### config.mk
export PLATFORM = sky130hd
export DESIGN_NAME = switch_debounce_bank
export DESIGN_NICKNAME = d
export VERILOG_FILES = /design/src/rtl/switch_pkg.sv /design/src/rtl/debounce_channel.sv /design/src/rtl/switch_debounce_bank.sv
export SDC_FILE = /design/constraint.sdc
export NUM_CORES = 1
export LEC_CHECK = 0
export ABC_AREA = 0
export ABC_CLOCK_PERIOD_IN_PS = 2120
export CORE_ASPECT_RATIO = 0.9
export CORE_UTILIZATION = 30
export DETAILED_ROUTE_END_ITERATION = 7
export GPL_TIMING_DRIVEN = 0
export SYNTH_ARGS = -nofsm -noshare
export SYNTH_HDL_FRONTEND = slang
export SYNTH_SLANG_ARGS = --single-unit
### constraint.sdc
create_clock -name i_Clk -period 2.12 [get_ports i_Clk]
set_input_delay 0.424 -clock i_Clk [delete_from_list [all_inputs] [get_ports i_Clk]]
set_output_delay 0.424 -clock i_Clk [all_outputs]
set_load 0.01 [all_outputs]
### src/rtl/switch_pkg.sv
`default_nettype none
// ============================================================================
// Module  : switch_pkg
// Purpose : Shared constants for the push-switch conditioning stage.
//           Debounce window defaults to 10 ms of the 25 MHz board clock.
// Revision: 1.0 - initial release
// ============================================================================
package switch_pkg;

  localparam int CLK_HZ                 = 25_000_000;
  localparam int DEBOUNCE_MS            = 10;
  localparam int DEBOUNCE_LIMIT_DEFAULT = (CLK_HZ / 1000) * DEBOUNCE_MS;
  localparam int NUM_SW_DEFAULT         = 4;
  localparam int SYNC_STAGES_DEFAULT    = 2;

  // Width of a stability counter able to hold 0 .. limit-1.
  function automatic int cnt_width(input int limit);
    return (limit > 2) ? $clog2(limit) : 1;
  endfunction

endpackage
`default_nettype wire

### src/rtl/debounce_channel.sv
`default_nettype none
// ============================================================================
// Module  : debounce_channel
// Purpose : One switch channel: synchroniser, stability counter, accepted
//           level register and registered press/release pulses.
// Revision: 1.0 - initial release
// ============================================================================
module debounce_channel
  import switch_pkg::*;
#(
  parameter int DEBOUNCE_LIMIT = DEBOUNCE_LIMIT_DEFAULT,
  parameter int SYNC_STAGES    = SYNC_STAGES_DEFAULT
) (
  input  logic i_Clk,
  input  logic i_Rst_n,
  input  logic i_Switch,
  output logic o_Switch,
  output logic o_Press,
  output logic o_Release
);

  localparam int                CNT_W   = cnt_width(DEBOUNCE_LIMIT);
  localparam logic [CNT_W-1:0]  CNT_MAX = CNT_W'(DEBOUNCE_LIMIT - 1);

  logic [SYNC_STAGES-1:0] sync_q;
  logic [CNT_W-1:0]       cnt_q,     cnt_d;
  logic                   level_q,   level_d;
  logic                   press_q,   press_d;
  logic                   release_q, release_d;
  logic                   sync_bit;

  assign sync_bit = sync_q[SYNC_STAGES-1];

  // Shift the raw pin through the synchroniser chain (bit 0 is first stage).
  always_ff @(posedge i_Clk or negedge i_Rst_n) begin
    if (!i_Rst_n) begin
      sync_q <= '0;
    end else begin
      sync_q <= {sync_q[SYNC_STAGES-2:0], i_Switch};
    end
  end

  // Count consecutive cycles of disagreement; any agreement discards progress.
  always_comb begin
    cnt_d     = cnt_q;
    level_d   = level_q;
    press_d   = 1'b0;
    release_d = 1'b0;
    if (sync_bit == level_q) begin
      cnt_d = '0;
    end else if (cnt_q == CNT_MAX) begin
      level_d   = sync_bit;
      cnt_d     = '0;
      press_d   = sync_bit;
      release_d = ~sync_bit;
    end else begin
      cnt_d = cnt_q + 1'b1;
    end
  end

  // Register counter, level and pulses so pulses align with the level change.
  always_ff @(posedge i_Clk or negedge i_Rst_n) begin
    if (!i_Rst_n) begin
      cnt_q     <= '0;
      level_q   <= 1'b0;
      press_q   <= 1'b0;
      release_q <= 1'b0;
    end else begin
      cnt_q     <= cnt_d;
      level_q   <= level_d;
      press_q   <= press_d;
      release_q <= release_d;
    end
  end

  assign o_Switch  = level_q;
  assign o_Press   = press_q;
  assign o_Release = release_q;

endmodule
`default_nettype wire

### src/rtl/switch_debounce_bank.sv
`default_nettype none
// ============================================================================
// Module  : switch_debounce_bank
// Purpose : NUM_SW independent debounce channels feeding the LED logic.
//           Define SWITCH_DEBOUNCE_TOGGLE_EN to add o_Toggle, a per-switch
//           on/off latch that flips the cycle after each accepted press.
// Revision: 1.0 - initial release
// ============================================================================
module switch_debounce_bank
  import switch_pkg::*;
#(
  parameter int NUM_SW         = NUM_SW_DEFAULT,
  parameter int DEBOUNCE_LIMIT = DEBOUNCE_LIMIT_DEFAULT,
  parameter int SYNC_STAGES    = SYNC_STAGES_DEFAULT
) (
  input  logic              i_Clk,
  input  logic              i_Rst_n,
  input  logic [NUM_SW-1:0] i_Switch,
  output logic [NUM_SW-1:0] o_Switch,
  output logic [NUM_SW-1:0] o_Press,
  output logic [NUM_SW-1:0] o_Release
`ifdef SWITCH_DEBOUNCE_TOGGLE_EN
  ,
  output logic [NUM_SW-1:0] o_Toggle
`endif
);

  for (genvar k = 0; k < NUM_SW; k++) begin : g_ch
    debounce_channel #(
      .DEBOUNCE_LIMIT (DEBOUNCE_LIMIT),
      .SYNC_STAGES    (SYNC_STAGES)
    ) u_ch (
      .i_Clk     (i_Clk),
      .i_Rst_n   (i_Rst_n),
      .i_Switch  (i_Switch[k]),
      .o_Switch  (o_Switch[k]),
      .o_Press   (o_Press[k]),
      .o_Release (o_Release[k])
    );
  end

`ifdef SWITCH_DEBOUNCE_TOGGLE_EN
  logic [NUM_SW-1:0] toggle_q;

  // Flip each channel's latch one cycle after its press pulse.
  always_ff @(posedge i_Clk or negedge i_Rst_n) begin
    if (!i_Rst_n) begin
      toggle_q <= '0;
    end else begin
      toggle_q <= toggle_q ^ o_Press;
    end
  end

  assign o_Toggle = toggle_q;
`endif

endmodule
`default_nettype wire

-- Word-level counts from Yosys, hierarchy flattened
Cells that the tools add are included.
- $add $sub $neg: 4
- multipliers: 0
- divide/modulo/power cells: 0
- order comparisons: 0
- equality and inequality tests: 8
- shift operators: 0
- multiplexer cells: 24
- bitwise gates (word level): 8
- reduce and logical (&&, ||, !) cells: 4
- operator list (operator ; count):
    $mux W18 ; 8
    $add A18 B1 Y18 const B ; 4
    $eq A18 B18 Y1 const B ; 4
    $mux W1 ; 16
    $not A1 Y1 ; 8
    $reduce_and A2 Y1 ; 4
    $eq A1 B1 Y1 ; 4
- register bits after elaboration: 92
- bits in latches: 0
- memory bits (writable): 0
- bits in read-only memories: 0
- output and inout port bits: 12
- memories kept: 0

-- Longest topological paths before layout
Gate-level depths: netlist (run 1).
- depth in word-level cells: 3
- mapped depth: 7

-- Modules after synthesis
From an unflattened synthesis (run 1), not the netlist that was laid out.
- cells, all modules: 408
- area total of the unflattened synthesis: 4309.1 sq um
- modules (own cells, without submodules) (module ; times used ; cells an instance ; area an instance (sq um)):
    debounce_channel ; 4 ; 102 ; 1077.3

-- Least setup slack after synthesis (run 1)
No wires, ideal clock.
- path type: register -> register
- start point: register g_ch[2].u_ch.cnt_q[6]
- end point: register g_ch[2].u_ch.level_q
- arrival time: 1.950 ns
- path slack: 0.045 ns
- stages on the path, launching flop included: 5
- path buffers: 0
- clock period less this slack: 2.075 ns
- cells stage by stage: dfrtp_1 or4b_1 or4_4 or2_4 mux2_4
- longest elaborated chain between the ends: 2
- RTL lines (item ; line ; text):
    from (decl) ; debounce_channel.sv:26 ; logic [CNT_W-1:0] cnt_q, cnt_d;
    from (signal assigned) ; debounce_channel.sv:69 ; cnt_q <= cnt_d;
    $eq A18 B18 Y1 ; debounce_channel.sv:51 ; end else if (cnt_q == CNT_MAX) begin
    $reduce_and A2 Y1 (no line) ; n/a ;
    to (signal assigned) ; debounce_channel.sv:70 ; level_q <= level_d;
    to (decl) ; debounce_channel.sv:27 ; logic level_q, level_d;
Every way passes these cells.
A chain may end at the register's enable or synchronous reset.

-- Final worst setup path (run 1)
Ends and elaborated chain as after synthesis.

==> results of run 1 <==
[worst max-delay path: cells and delay by family, from the launching register on]
family | cells | cell delay [ns]
AND/OR/NAND/NOR | 3 | 1.32
flip-flops | 1 | 0.39
multiplexers | 1 | 0.29
[state kept, by name, indices dropped and copies added, names as in the netlist]
name and count:
g_ch.u_ch.cnt_q 72, g_ch.u_ch.o_Switch 4, g_ch.u_ch.o_Press 4, g_ch.u_ch.o_Release 4
g_ch.u_ch.sync_q 8
[cell usage in the layout, fill, tap and decap left out, drive strengths merged, types with 2 or more instances in the layout]
cell / instances
nor3: 9
and3: 9
and2: 3
nand2: 19
buf: 18
clkinv: 2
o21ai: 11
nor4: 10
or4: 7
o31ai: 4
nand4b: 3
nand2b: 3
a21oi: 15
a41o: 2
or2: 3
nand3: 19
or3: 8
clkbuf: 18
and4: 7
nand4: 25
xor2: 23
ha: 4
nor3b: 9
clkdlybuf4s50: 16
inv: 11
clkinvlp: 2
mux2: 4
nor2: 61
xnor2: 30
dfrtp: 92
[kinds of logic after synthesis]
| family | count (synthesis) |
|---|---|
| DFF | 92 |
| xor gates and xnor gates | 53 |
| buffers and inverters | 31 |
| and+or+nand+nor | 200 |
| adders and majority gates | 4 |
| muxes | 4 |
| AOI/OAI and AO/OA | 34 |
[worst max-delay path by stage]
stage | start | to | depth (start not counted)
floorplan | g_ch[2].u_ch.cnt_q[6]$_DFF_PN0_ | g_ch[2].u_ch.o_Switch$_DFFE_PN0P_ | 4
global placement | i_Rst_n | g_ch[3].u_ch.sync_q[1]$_DFF_PN0_ | 1
detailed placement | g_ch[2].u_ch.cnt_q[6]$_DFF_PN0_ | g_ch[2].u_ch.cnt_q[0]$_DFF_PN0_ | 5
CTS | g_ch[2].u_ch.cnt_q[5]$_DFF_PN0_ | g_ch[2].u_ch.o_Switch$_DFFE_PN0P_ | 4
global route | g_ch[2].u_ch.cnt_q[6]$_DFF_PN0_ | g_ch[2].u_ch.o_Switch$_DFFE_PN0P_ | 4
finish | g_ch[2].u_ch.cnt_q[6]$_DFF_PN0_ | g_ch[2].u_ch.o_Switch$_DFFE_PN0P_ | 4
[synthesized netlist by cell type, drive strengths merged]
cell type,count,area [sq um]
nand4,25,156
a41o,2,20.0
or3,8,50.1
nor2,61,229
o41ai,1,8.76
o21ai,11,58.8
nor2b,1,6.26
inv,11,41.3
nand4b,3,26.3
nor4b,1,8.76
xnor2,30,263
or4b,1,10.0
dfrtp,92,2300
and4b,1,10.0
o31ai,4,30.0
nand3,19,95.1
or3b,1,8.76
and3,9,57.6
clkbuf,7,26.3
buf,13,97.6
nor4,10,62.6
and2,3,18.8
or4,7,56.3
or2,3,21.3
a21oi,15,75.1
nor3,9,45.0
nand2,19,71.3
mux2,4,48.8
and4,7,62.6
a31o,1,8.76
xor2,23,201
ha,4,50.1
nand2b,3,18.8
nor3b,9,67.6
[stage by stage]
stage                     hold WS (ns)  util, %
after floorplan                  0.128        -
after global placement           0.337     33.7
after detailed placement         0.339     33.9
after CTS                       0.0646     36.1
after global routing            0.0906     36.1
final                           0.0518     36.1
[where the power goes]
group	switching, mW	internal (mW)
combinational	0.0736	0.0411
clock	0.653	0.823
sequential	0.0255	1.78
total	0.752	2.65
[layout make-up]
cell class | count | share of cell area, %
Sequential cell | 92 | 45.5
Multi-Input combinational cell | 295 | 36.7
Clock buffer | 12 | 4.88
Tap cell | 193 | 4.78
Timing Repair Buffer | 21 | 4.31
Buffer | 19 | 2.45
Inverter | 11 | 0.817
Clock inverter | 4 | 0.495
[repair_timing]
action / 4_1_cts / 5_1_grt
hold buffers: 0 / 0
hold endpoints to repair: 0 / 0
cloned: 0 / 0
endpoints found under the setup margin: 21 / 32
buffers inserted: 3 / 0
resized for setup: 3 / 4
pin swaps: 1 / 0
[metal layers]
metal	part of all wire, %	vias to the layer above
li1	-	1528
met2	45	32
met1	50	1475
met4	1.8	0
met5	0	-
met3	3.3	11
==> summary.txt, run 1 <==
Timing
  • Worst slew pin tran: 0.584 ns
  • Final Critical Period: 2.11 ns
  • Worst slew margin: 60.7%
  • RSZ-0062 raised after global routing: true
  • Sum Neg Setup Slack: 0 ns
  • Max Slew Vio Count: 0
  • Final setup viols: 0
  • Fmax: 475 MHz
  • Setup Skew: 0.0119 ns
  • Final worst slack: 0.0147 ns
  • Post-route clock period utilization: 99.3%
  • Final hold violations: 0

Yosys
  • Post-Synth XOR/XNOR Area: 10.8%
  • Cells after Synth: 418
  • Post-synthesis mux area share: 1.13%
  • Post-synthesis cell type count: 41
  • Sequential share of the synthesized area: 53.4%
  • Post-Syn Nets: 428
  • Simple-gate share of the synthesized area: 25.1%
  • Synth Area per Inst: 10.3 sq um
  • Synth warn: 0
  • #FFs+latches synth: 92
  • Synth Area in Adders: 1.16%
  • Compound-Gate Fraction of Synth Area: 4.67%
  • Main combinational cell family by area after synthesis: simple AND/OR/NAND/NOR gates
  • Syn Std Cell Area: 4310 sq um

Critical path
  • Reg-to-Reg Start: g_ch[2].u_ch.cnt_q[6]$_DFF_PN0_
  • Cells on worst reg2reg path: 4
  • CP arrival: 2.34 ns
  • Worst EP required: 2.35 ns
  • Worst path cell trace: or4b_1 > or4_4 > or2_4 > mux2_4
  • Slowest stage delay, CP: 0.55 ns
  • Reg-to-reg slack, setup: 0.01 ns
  • WS Path Type: flip-flop to flip-flop
  • Worst-path cell with the longest stage delay: or4_4
  • Critical path capture point type: flip-flop
  • Startpoint Class: flip-flop
  • Critical-path maximum fanout: 4
  • RR Endpoint: g_ch[2].u_ch.o_Switch$_DFFE_PN0P_

Floorplan
  • Rows: 41
  • Height of the die: 116 microns
  • Core area: 14000 sq um
  • Width of the die: 128 microns
  • Io pins: 18
  • Die ar.: 14900 sq um
  • Initial Util: 30.8%

Clock tree
  • Clk buf depth: 2
  • Skew-Pair Late Insertion Delay: 0.34 ns
  • Clk sinks: 92
  • Root Driver: clkbuf_16
  • CTS Buf Count: 9
  • CTS tree: built
  • CTS clk-pin slew, worst paths: 0.07 ns
  • H-Tree Level Count: 3

Global routing
  • GRT Util Overall: 12.1%
  • Pin count of the biggest net entering global routing: 55
  • Global route overflow: 0
  • Met2 Use GR: 19.4%
  • Routing usage on met3: 3.60%
  • Layer carrying the most global-route usage: met2
  • First-pass GRT wire length: 14100 microns
  • Met1 Resource Use GR: 15.3%
  • Initial antenna violation count: 0
  • Vias in the first global route: 3075

Routing
  • DRC: 0
  • ANT nets after route: 0
  • Final wirelength: 7900 microns
  • WL per Instance: 12.2 microns
  • Via/cell ratio: 4.71
  • Drt first pass iters: 6
  • Drt initial violations: 199
  • Via count: 3046

Hold path
  • Min-Delay Path Class: input pin to async pin

Place
  • Hpwl dp: 5480 microns
  • Placed cell area: 4750 sq um
  • Worst slack at placement: -0.104 ns
  • GP Congestion: 0.781
  • I/O Buffers: 17
  • Dpl cells: 629

Layout
  • Area of the multi-input gates: 1860 sq um
  • Design Area, Final: 5060 sq um
  • Antenna diode count: 0
  • # fillers: 1377
  • Share of cells above drive strength 1: 10.8%
  • Fin nets: 459
  • Syn-to-layout area delta: 17.2%
  • Finished Layout Cells: 647
  • Reg area: 2300 sq um

Power
  • Leak: 2.06 nW
  • Pwr Density: 672 nW/um^2
  • Total Power: 3.40 mW
  • Maximum VDD drop: 0.000362 V

Job
  • Maxcap violations: 0

Status
  • Outcome: finished, final reports clean
Power figures use the tool's default switching activity.
==> run 2: changes to the inputs <==
- GPL_TIMING_DRIVEN: 0 -> not set
==> summary.txt, run 2 (synthesized netlist as in run 1, its figures left out) <==
Job
  • Maxcap violations: 0

Layout
  • Most frequent cells in the layout: dfrtp_1 (92), nor2_1 (61), xnor2_1 (30)
  • Commonest non-fill, non-tap cell in the layout: dfrtp_1
  • Fin nets: 451
  • Antenna diode count: 0
  • Top Registers: g_ch.u_ch.cnt_q x72, g_ch.u_ch.sync_q x8
  • Syn-to-layout area delta: 16.3%
  • Largest reg by FF count: g_ch.u_ch.cnt_q
  • Share of cells above drive strength 1: 9.89%
  • Design Area, Final: 5020 sq um
  • Max reg flops: 72

Timing
  • Max Slew Vio Count: 0
  • Post-route clock period utilization: 98.9%
  • Worst slew pin tran: 0.581 ns
  • Hold_ws: 0.0773 ns
  • Final setup viols: 0
  • Setup Skew: 0.00700 ns
  • Sum Neg Setup Slack: 0 ns
  • RSZ-0062 raised after global routing: false
  • Fmax: 477 MHz
  • Final hold violations: 0
  • Worst slew margin: 61.2%
  • Final Critical Period: 2.10 ns

Clock tree
  • CTS clk-pin slew, worst paths: 0.06 ns
  • Clk sinks: 92
  • Clk buf depth: 2
  • CTS tree: built
  • CTS resizes: 0
  • Post-CTS Setup Inserts: 0
  • Cts hold-fix bufs: 0
  • CTS Buf Count: 9
  • Root Driver: clkbuf_16
  • Skew-Pair Late Insertion Delay: 0.34 ns
  • H-Tree Level Count: 3

Hold path
  • Min-Delay Path Class: input pin to async pin

Power
  • Pwr Density: 698 nW/um^2
  • Maximum VDD drop: 0.000397 V
  • Leak: 2.03 nW

Critical path
  • Worst EP required: 2.35 ns
  • WS Path Type: flip-flop to flip-flop
  • CP arrival: 2.33 ns
  • Worst path cell trace: or4b_1 > or4_4 > or2_4 > mux2_4
  • Stages on the worst setup path: 4
  • Reg-to-reg slack, setup: 0.02 ns
  • CP Launch Point: g_ch[2].u_ch.cnt_q[6]$_DFF_PN0_
  • Cells on worst reg2reg path: 4
  • Worst-path cell with the longest stage delay: or4b_1
  • Critical-path maximum fanout: 4
  • Startpoint Class: flip-flop
  • Critical path capture point type: flip-flop
  • Critical Path Sink: g_ch[2].u_ch.o_Switch$_DFFE_PN0P_
  • Worst Path Buf+Inv: 0
  • Worst path top cell family by delay: simple AND/OR/NAND/NOR gates
  • RR Endpoint: g_ch[2].u_ch.o_Switch$_DFFE_PN0P_
  • Slowest stage delay, CP: 0.53 ns
  • Reg-to-Reg Start: g_ch[2].u_ch.cnt_q[6]$_DFF_PN0_

Floorplan
  • Width of the die: 128 microns
  • Height of the die: 116 microns
  • Rows: 41
  • Initial Util: 30.8%
  • Io pins: 18
  • Die ar.: 14900 sq um
  • Core area: 14000 sq um

Routing
  • Final wirelength: 7990 microns
  • DRC: 0
  • WL per Instance: 12.5 microns
  • Drt initial violations: 208
  • Drt first pass iters: 4
  • Via count: 3038
  • Via/cell ratio: 4.76
  • ANT nets after route: 0

Global routing
  • First-pass GRT wire length: 14000 microns
  • Vias in the first global route: 2975
  • Global route overflow: 0
  • Pin count of the biggest net entering global routing: 46
  • GRT Util Overall: 12.0%
  • Initial antenna violation count: 0

Status
  • Outcome: finished, final reports clean

Place
  • I/O Buffers: 17
  • Placed cell area: 4720 sq um
  • GP Congestion: 0.823
  • Hpwl dp: 5530 microns
run 2: layout make-up:
cell class,instances,area (sq um)
Inverter,11,41.3
Tap cell,193,241
Sequential cell,92,2300
Timing Repair Buffer,32,293
Clock inverter,5,52.6
Clock buffer,10,239
Fill cell,1384,8990
Multi-Input combinational cell,295,1850
run 2: metal layers:
| layer | GRT usage [%] | vias to the layer above | part of all wire (%) |
|---|---|---|---|
| met4 | 4.71 | 0 | 1.3 |
| met2 | 19.3 | 38 | 47 |
| met1 | 15.1 | 1491 | 48 |
| li1 | - | 1501 | - |
| met5 | 0 | - | 0 |
| met3 | 3.69 | 8 | 4.0 |
run 2: metrics by stage:
stage	setup WS (ns)	cells	total power, mW	utilization, %
after floorplan	0.0449	418	1.88	-
after global placement	0.0304	623	1.96	33.7
after detailed placement	0.0207	623	1.96	33.7
after CTS	0.0139	638	3.58	35.8
after global routing	0.00107	638	3.66	35.8
final	0.0228	638	3.50	35.8
run 2: how the worst min path moves through the flow:
| stage | start | endpoint | slack (ns) |
|---|---|---|---|
| after floorplan | i_Rst_n | g_ch[0].u_ch.cnt_q[0]$_DFF_PN0_ | 0.13 |
| after global placement | g_ch[0].u_ch.sync_q[0]$_DFF_PN0_ | g_ch[0].u_ch.sync_q[1]$_DFF_PN0_ | 0.34 |
| after detailed placement | g_ch[2].u_ch.sync_q[0]$_DFF_PN0_ | g_ch[2].u_ch.sync_q[1]$_DFF_PN0_ | 0.34 |
| after CTS | i_Rst_n | g_ch[2].u_ch.cnt_q[0]$_DFF_PN0_ | 0.10 |
| after global routing | i_Rst_n | g_ch[2].u_ch.cnt_q[0]$_DFF_PN0_ | 0.13 |
| final | i_Rst_n | g_ch[2].u_ch.cnt_q[0]$_DFF_PN0_ | 0.08 |
run 2: power by group:
part           total [mW]  switching (mW)  internal (mW)
combinational       0.116          0.0727         0.0434
clock                1.58           0.645          0.932
sequential           1.81          0.0243           1.78
==> run 3: changes to the inputs <==
--- a/config.mk
+++ b/config.mk
@@ -9,4 +9,5 @@
 export ABC_CLOCK_PERIOD_IN_PS = 2120
 export CORE_ASPECT_RATIO = 0.9
+export CORE_MARGIN = 1
 export CORE_UTILIZATION = 30
 export DETAILED_ROUTE_END_ITERATION = 7
==> constraint.sdc (replaced) <==
create_clock -name i_Clk -period 2.12 [get_ports i_Clk]
set_input_delay 0.212 -clock i_Clk [delete_from_list [all_inputs] [get_ports i_Clk]]
set_output_delay 0.212 -clock i_Clk [all_outputs]
set_load 0.01 [all_outputs]
==> summary.txt, run 3 (synthesized netlist as in run 1, its figures left out) <==
Status
  • Outcome: finished, final reports clean

Place
  • GP Congestion: 0.784
  • I/O Buffers: 17
  • Hpwl dp: 5430 microns

Hold path
  • Min-Delay Path Class: input pin to flip-flop
  • Worst Hold Depth: 1
  • Hold Crit Endpoint: g_ch[1].u_ch.sync_q[0]$_DFF_PN0_
  • Launch point of the worst hold path: i_Switch[1]

Power
  • Net Sw Frac: 21.6%
  • Int Power: 2.77 mW
  • Maximum VDD drop: 0.000382 V
  • Pwr Density: 703 nW/um^2
  • Total Power: 3.53 mW
  • Switch Pwr: 762 uW
  • Seq pwr share: 51.1%
  • Logic pwr share: 3.4%
  • Leak: 2.04 nW
  • Clock power frac: 45.5%

Floorplan
  • Die ar.: 14900 sq um
  • Width of the die: 128 microns
  • Height of the die: 116 microns
  • Initial Util: 30.8%
  • Io pins: 18
  • Core area: 14000 sq um
  • Rows: 41

Clock tree
  • Root Driver: clkbuf_16
  • CTS resizes: 0
  • Clk buf depth: 2
  • Skew-Pair Late Insertion Delay: 0.35 ns
  • CTS Buf Count: 9
  • H-Tree Level Count: 3
  • CTS tree: built
  • CTS clk-pin slew, worst paths: 0.07 ns
  • Clk sinks: 92

Global routing
  • Pin count of the biggest net entering global routing: 41
  • Initial antenna violation count: 0
  • First-pass GRT wire length: 14000 microns
  • Vias in the first global route: 2986
  • Global route overflow: 0
  • GRT Util Overall: 11.8%

Routing
  • DRC: 0
  • ANT nets after route: 0
  • WL per Instance: 12.1 microns
  • Drt first pass iters: 4
  • Drt initial violations: 201
  • Via count: 3016
  • Final wirelength: 7710 microns
  • Via/cell ratio: 4.73

Critical path
  • Startpoint Class: flip-flop
  • CP arrival: 2.33 ns
  • CP Launch Point: g_ch[2].u_ch.cnt_q[5]$_DFF_PN0_
  • Critical path capture point type: flip-flop
  • WS Path Type: flip-flop to flip-flop
  • Critical-path maximum fanout: 4
  • Cells on worst reg2reg path: 4
  • RR Endpoint: g_ch[2].u_ch.o_Switch$_DFFE_PN0P_
  • Worst EP required: 2.35 ns
  • Reg-to-Reg Start: g_ch[2].u_ch.cnt_q[5]$_DFF_PN0_
  • Reg-to-reg slack, setup: 0.02 ns

Timing
  • Sum Neg Setup Slack: 0 ns
  • Setup Skew: 0.00863 ns
  • Fmax: 476 MHz
  • Final setup viols: 0
  • Final Critical Period: 2.10 ns
  • Post-route clock period utilization: 99.1%
  • RSZ-0062 raised after global routing: true
  • Worst slew margin: 57.7%
  • Worst slew pin tran: 0.629 ns
  • Hold_ws: 0.307 ns
  • Final hold violations: 0
  • Max Slew Vio Count: 0

Layout
  • Most frequent cells in the layout: dfrtp_1 (92), nor2_1 (61), xnor2_1 (30)
  • Largest reg by FF count: g_ch.u_ch.cnt_q
  • Share of cells above drive strength 1: 9.66%
  • Top Registers: g_ch.u_ch.cnt_q x72, g_ch.u_ch.sync_q x8
  • Fin nets: 451
  • Commonest non-fill, non-tap cell in the layout: dfrtp_1
  • # fillers: 1422
  • Syn-to-layout area delta: 16.5%
  • Max reg flops: 72
  • Antenna diode count: 0

Job
  • Maxcap violations: 0
==> run 3: changes by cell type in the layout (fill, tap and decap cells not counted), sizes merged <==
cell	delta
buf	-1
clkinvlp	-1
dlygate4sd3	+1
inv	+1
==> run 3: worst max-delay path: stages (launching register included) <==
cell and delay [ns]:
dfrtp_1 0.38, or4b_1 0.53, or4_4 0.53, or2_4 0.26, mux2_4 0.29
==> run 3: layout make-up <==
| class | count | area [sq um] | area share [%] |
|---|---|---|---|
| clock buffer | 10 | 239 | 4.75 |
| clock inverter | 5 | 61.3 | 1.22 |
| inverter | 11 | 41.3 | 0.821 |
| multi-input combinational | 295 | 1850 | 36.7 |
| sequential | 92 | 2300 | 45.8 |
| tap | 193 | 241 | 4.80 |
| timing repair buffer | 32 | 295 | 5.87 |
==> run 3: worst max path at each step <==
| stage | to | slack (ns) | cells after the start |
|---|---|---|---|
| final | g_ch[2].u_ch.o_Switch$_DFFE_PN0P_ | 0.02 | 4 |
| after global routing | g_ch[2].u_ch.o_Switch$_DFFE_PN0P_ | -0.03 | 4 |
| after CTS | g_ch[2].u_ch.o_Switch$_DFFE_PN0P_ | 0.02 | 4 |
| after detailed placement | g_ch[2].u_ch.o_Switch$_DFFE_PN0P_ | 0.02 | 4 |
| after global placement | g_ch[2].u_ch.o_Switch$_DFFE_PN0P_ | 0.03 | 4 |
| after floorplan | g_ch[2].u_ch.o_Switch$_DFFE_PN0P_ | 0.04 | 4 |
==> run 3: metrics by stage <==
step / cells / setup WS [ns] / util [%] / instance area (sq um)
3_3_place_gp: 622 / 0.0332 / 33.7 / 4720
3_5_place_dp: 622 / 0.0194 / 33.7 / 4720
6_report: 638 / 0.0191 / 35.9 / 5030
2_1_floorplan: 418 / 0.0449 / - / 4310
4_1_cts: 638 / 0.0180 / 35.9 / 5030
5_1_grt: 638 / -0.0304 / 35.9 / 5030
==> run 3: layer usage <==
metal  up-vias  wire length (microns)  global-route usage (%)
li1       1511                      -                       -
met3        14                    229                    2.91
met2        26                   3400                    17.4
met5         -                      0                       0
met1      1465                   3920                    16.0
met4         0                    164                    6.35
==> run 3: repair_timing <==
item / CTS / global route
endpoints found under the setup margin: 0 / 1
hold buffers: 1 / 0
hold endpoints to repair: 38 / 0
setup buffers: 0 / 0
==> run 3: power groups by stage <==
stage | Clock (mW) | Combinational (mW) | Sequential [mW]
global placement | 0 | 0.118 | 1.84
finish | 1.61 | 0.118 | 1.81
CTS | 1.66 | 0.123 | 1.81
detailed placement | 0 | 0.120 | 1.84
floorplan | 0 | 0.0511 | 1.83
global route | 1.73 | 0.136 | 1.81
